## config.mk

```make
export PLATFORM = sky130hd
export DESIGN_NAME = iter_shift
export DESIGN_NICKNAME = d
export VERILOG_FILES = /design/src/rtl/shift_pkg.sv /design/src/rtl/shift_step.sv /design/src/rtl/iter_shift.sv
export SDC_FILE = /design/constraint.sdc
export NUM_CORES = 1
export LEC_CHECK = 0
export ABC_AREA = 1
export BUFFER_PORTS_ARGS = -buffer_cell sky130_fd_sc_hd__buf_4
export CAP_MARGIN = 30
export CORE_MARGIN = 2
export CORE_UTILIZATION = 57
export DETAILED_ROUTE_END_ITERATION = 6
export PLACE_DENSITY_LB_ADDON = 0.05
export SYNTH_ARGS = -nofsm -noshare
export SYNTH_HDL_FRONTEND = slang
export SYNTH_HIERARCHICAL = 1
export SYNTH_SLANG_ARGS = --single-unit
```

## constraint.sdc

```tcl
create_clock -name clk -period 2.2 [get_ports clk]
set_clock_uncertainty 0.1 [all_clocks]
set_input_delay 0.44 -clock clk [delete_from_list [all_inputs] [get_ports clk]]
set_output_delay 0.44 -clock clk [all_outputs]
set_load 0.05 [all_outputs]
```

## src/rtl/shift_pkg.sv

```systemverilog
// Shared encodings for the iterative shift unit: shift-mode codes and the FSM state type.
// Mode 11 is a rotate-right only when ITER_SHIFT_ROTATE_EN is defined; otherwise it is SRL.
package shift_pkg;

  localparam logic [1:0] SHIFT_SLL  = 2'b00;
  localparam logic [1:0] SHIFT_SRL  = 2'b01;
  localparam logic [1:0] SHIFT_SRA  = 2'b10;
  localparam logic [1:0] SHIFT_ROTR = 2'b11;

  typedef enum logic [1:0] {
    S_IDLE  = 2'b00,
    S_SHIFT = 2'b01,
    S_DONE  = 2'b10
  } state_t;

endpackage

```

## src/rtl/shift_step.sv

```systemverilog
// Combinational single-step shifter: shifts i_data by i_k (0..STEP) in the given mode.
// The rotate path exists only when ITER_SHIFT_ROTATE_EN is defined; otherwise mode 11 is SRL.
module shift_step
  import shift_pkg::*;
#(
  parameter int WIDTH = 32,
  parameter int STEP  = 1,
  localparam int K_W  = $clog2(STEP + 1)
) (
  input  logic [WIDTH-1:0] i_data,
  input  logic [1:0]       i_mode,
  input  logic [K_W-1:0]   i_k,
  output logic [WIDTH-1:0] o_data
);

  always_comb begin
    o_data = i_data >> i_k;
    case (i_mode)
      SHIFT_SLL: o_data = i_data << i_k;
      SHIFT_SRL: o_data = i_data >> i_k;
      SHIFT_SRA: o_data = $unsigned($signed(i_data) >>> i_k);
`ifdef ITER_SHIFT_ROTATE_EN
      // Shifting the doubled word right wraps the low bits into the top.
      SHIFT_ROTR: o_data = WIDTH'({i_data, i_data} >> i_k);
`endif
      default: o_data = i_data >> i_k;
    endcase
  end

endmodule

```

## src/rtl/iter_shift.sv

```systemverilog
// Multi-cycle shifter: SLL/SRL/SRA (and ROTR with ITER_SHIFT_ROTATE_EN) by a runtime
// amount, STEP bits per cycle, with a start/ready/busy/done handshake.
module iter_shift
  import shift_pkg::*;
#(
  parameter int WIDTH  = 32,
  parameter int STEP   = 1,
  localparam int AMT_W = $clog2(WIDTH)
) (
  input  logic             clk,
  input  logic             rst,
  input  logic             start,
  input  logic [1:0]       mode,
  input  logic [AMT_W-1:0] amt,
  input  logic [WIDTH-1:0] in,
  output logic             ready,
  output logic             busy,
  output logic             done,
  output logic [WIDTH-1:0] out
);

  localparam int K_W = $clog2(STEP + 1);

  // Handshake: start is taken on a rising edge only while ready=1 (IDLE or DONE);
  // done is a one-cycle pulse and out then holds until the next accepted start.
  state_t           r_state;
  logic [WIDTH-1:0] r_data;
  logic [AMT_W-1:0] r_remaining;
  logic [1:0]       r_mode;
  logic [WIDTH-1:0] r_out;

  logic [K_W-1:0]   w_k;
  logic [WIDTH-1:0] w_shifted;
  logic             w_last;

  always_comb begin
    w_k = K_W'(STEP);
    if (r_remaining < AMT_W'(STEP)) w_k = K_W'(r_remaining);
  end

  assign w_last = (r_remaining == AMT_W'(w_k));

  shift_step #(.WIDTH(WIDTH), .STEP(STEP)) u_step (
    .i_data (r_data),
    .i_mode (r_mode),
    .i_k    (w_k),
    .o_data (w_shifted)
  );

  always_ff @(posedge clk) begin
    if (rst) begin
      r_state     <= S_IDLE;
      r_data      <= '0;
      r_remaining <= '0;
      r_mode      <= '0;
      r_out       <= '0;
    end else begin
      case (r_state)
        S_IDLE, S_DONE: begin
          if (start) begin
            r_mode <= mode;
            r_data <= in;
            if (amt == '0) begin
              r_state     <= S_DONE;
              r_remaining <= '0;
              r_out       <= in;
            end else begin
              r_state     <= S_SHIFT;
              r_remaining <= amt;
            end
          end else begin
            r_state <= S_IDLE;
          end
        end
        S_SHIFT: begin
          r_data      <= w_shifted;
          r_remaining <= r_remaining - AMT_W'(w_k);
          if (w_last) begin
            r_state <= S_DONE;
            r_out   <= w_shifted;
          end
        end
        default: r_state <= S_IDLE;
      endcase
    end
  end

  assign ready = (r_state == S_IDLE) || (r_state == S_DONE);
  assign busy  = (r_state == S_SHIFT);
  assign done  = (r_state == S_DONE);
  assign out   = r_out;

endmodule

```

==> run metrics <==
post-CTS setup buffer count 0; busiest grt layer met2; total power approximately 4300 uW; kind of critical path flop to output pin; # fillers around 750; Max Cap Viol 0; RSZ-0062 raised after global routing false; P&R area growth vs syn 14.4%; Distinct cells, synth 26; Nets between 800 and 900; routed length per instance ~12 um; number of synthesized register bits 73; # resized after CTS 0; antenna violations before repair 0; Die X approximately 94 um; number of global-route vias before repair around 4200; yosys synthesis warning count 6; worst skew pair latency 0.35 ns; via count roughly 4500; worst-margin pin slew between 0.3 and 0.4 ns; Initial DRC Count 255; startpoint types flop; Congestion Overflow GR 0; Synthesized Nets slightly below 800; Residual DRC 0; share of cells above drive strength 1 between 20 and 25%; Pleak ~0.0028 uW; fin worst setup slack 0.212 ns; multi-input logic area 2340 sq um; Hold Path Class input pin to flop; Crit Reg-Reg Startpoint r_remaining[1]; die area between 8000 and 9000 sq um; Reg clk slew, reported paths approximately 0.080 ns; Max Fclk between 0.5 and 0.6 GHz; vias per cell 5.04; met3 Resource Use GR ~3.2%; sequential element share of the synthesized area a little under a third; Core Area 7770 sq um; Overall Global Routing Usage between 20% and 30%; Starting Density around three fifths; run status finished, final reports clean; post-route ant nets 0; die height 93.8 um; syn_area_per_cell about 6.2 sq um; hold path startpoint rst; met1 usage 32.0%; Reg area ~1500 sq um; I/O pin cnt a little under 80; first-pass GRT wire length between 15000 and 20000 um; fin. max-slew vios 0; setup TNS 0 ns; Synth Instances 742; post-DP HPWL roughly 7000 um; largest net degree at the start of global routing 75; pwr/cell area ~820 nW/um^2; clk root buf clkbuf_8; fin crit share 90.4%; Post-CTS Hold Buffers 0; met2 Use GR 44.3%; Fin. Hold Viols 0; H-tree levels 3; cell area after synthesis approximately 4600 sq um; std cell rows 32; Rel. slew slack 75.1%; worst path arrival time ~1.5 ns; CTS tree yes; required time of the critical path approximately 1.7 ns; CTS Buffer Depth 2; worst setup path startpoint r_state[0]; n_diodes 0; Final Setup Violations 0; clock tree sinks 73; RePlAce Congestion just under 0.9; port buffer count 76; Routed WL 10500 um; Worst VDD drop between 0.0005 and 0.0006 V; Setup WS pre-CTS between 0.2 and 0.3 ns; crit path time final about 2 ns; total CTS buffers 9; router iterations before antenna repair 5; CP Capture Type output pin; CP max FO 21
-- worst max-delay path: stages (launching register included) --
cell	delay (ns)
dfxtp_1	0.44
inv_4	0.09
nor2_8	0.29
buf_4	0.27
-- area by class of cell --
class | instances | area share (%)
inverter | 112 | 8.19
timing repair buffer | 87 | 13.1
sequential | 73 | 27.8
clock buffer | 11 | 2.88
multi-input combinational | 511 | 44.6
tap | 102 | 2.43
clock inverter | 4 | 1.00
-- power by group --
part | total, uW | leakage (uW) | internal, uW | switching, uW
clock | 1090 | 0.0000937 | 579 | 512
combinational | 1620 | 0.00215 | 527 | 1090
sequential | 1600 | 0.000602 | 1480 | 121
total | 4320 | 0.00284 | 2590 | 1730
-- synth_stat cells (all sizes together) --
library cell,number,share of area [%]
nor3,1,0.11
a21oi,35,3.8
nor2,81,9.7
clkbuf,8,0.65
nand2,286,24
clkinv,1,0.19
nand3,32,3.5
ha,1,0.27
xor2,1,0.19
buf,38,7.2
nand4,33,4.5
dfxtp,73,32
inv,111,9.2
o21ai,39,4.2
a31oi,1,0.14
o221ai,1,0.19
-- sequential cells by signal, summed over array words and instances (netlist names) --
register	count
out	32
r_mode	2
r_data	32
r_state	2
r_remaining	5
-- metrics by stage --
step	util, %	hold slack, ns	cells	cell area [sq um]
after floorplan	-	0.365	742	4590
after global placement	65.1	0.354	885	5050
after detailed placement	65.1	0.361	885	5050
after CTS	67.7	0.183	900	5260
after global routing	67.7	0.188	900	5260
final	67.7	0.194	900	5260
-- cell families after synthesis --
kind of cell,after synthesis,share of synthesized area [%]
AOI/OAI and AO/OA,76,8.39
xor gates and xnor gates,1,0.191
adders and majority gates,1,0.272
buffers and inverters,158,17.2
DFF,73,31.8
and+or+nand+nor,433,42.2
-- layout by cell type (no fill, tap or decap), drive strengths merged --
cell type and instances:
xor2 1, clkinv 1, a31oi 1, ha 1
bufinv 1, a21oi 35, buf 87, o221ai 1
nor2 81, dfxtp 73, nand2 286, clkinvlp 3
inv 111, nand3 32, o21ai 39, nor3 1
nand4 33, clkbuf 11
-- layer usage --
metal  vias to the layer above  wire [um]  share of wire (%)
met5                         -          0                  0
met2                       111       5020                 48
met1                      2042       4880                 46
met4                         0        137                1.3
li1                       2371          -                  -
met3                        12        467                4.4
-- final timing paths --
check / cells after the start / slack, ns / end
hold / removal: 2 / 0.19 / r_remaining[0]
setup reg to reg: 15 / 0.22 / out[2]
setup / recovery: 3 / 0.21 / busy
hold reg to reg: 2 / 0.37 / out[10]
Note: power is estimated with default switching activity, not from simulation.
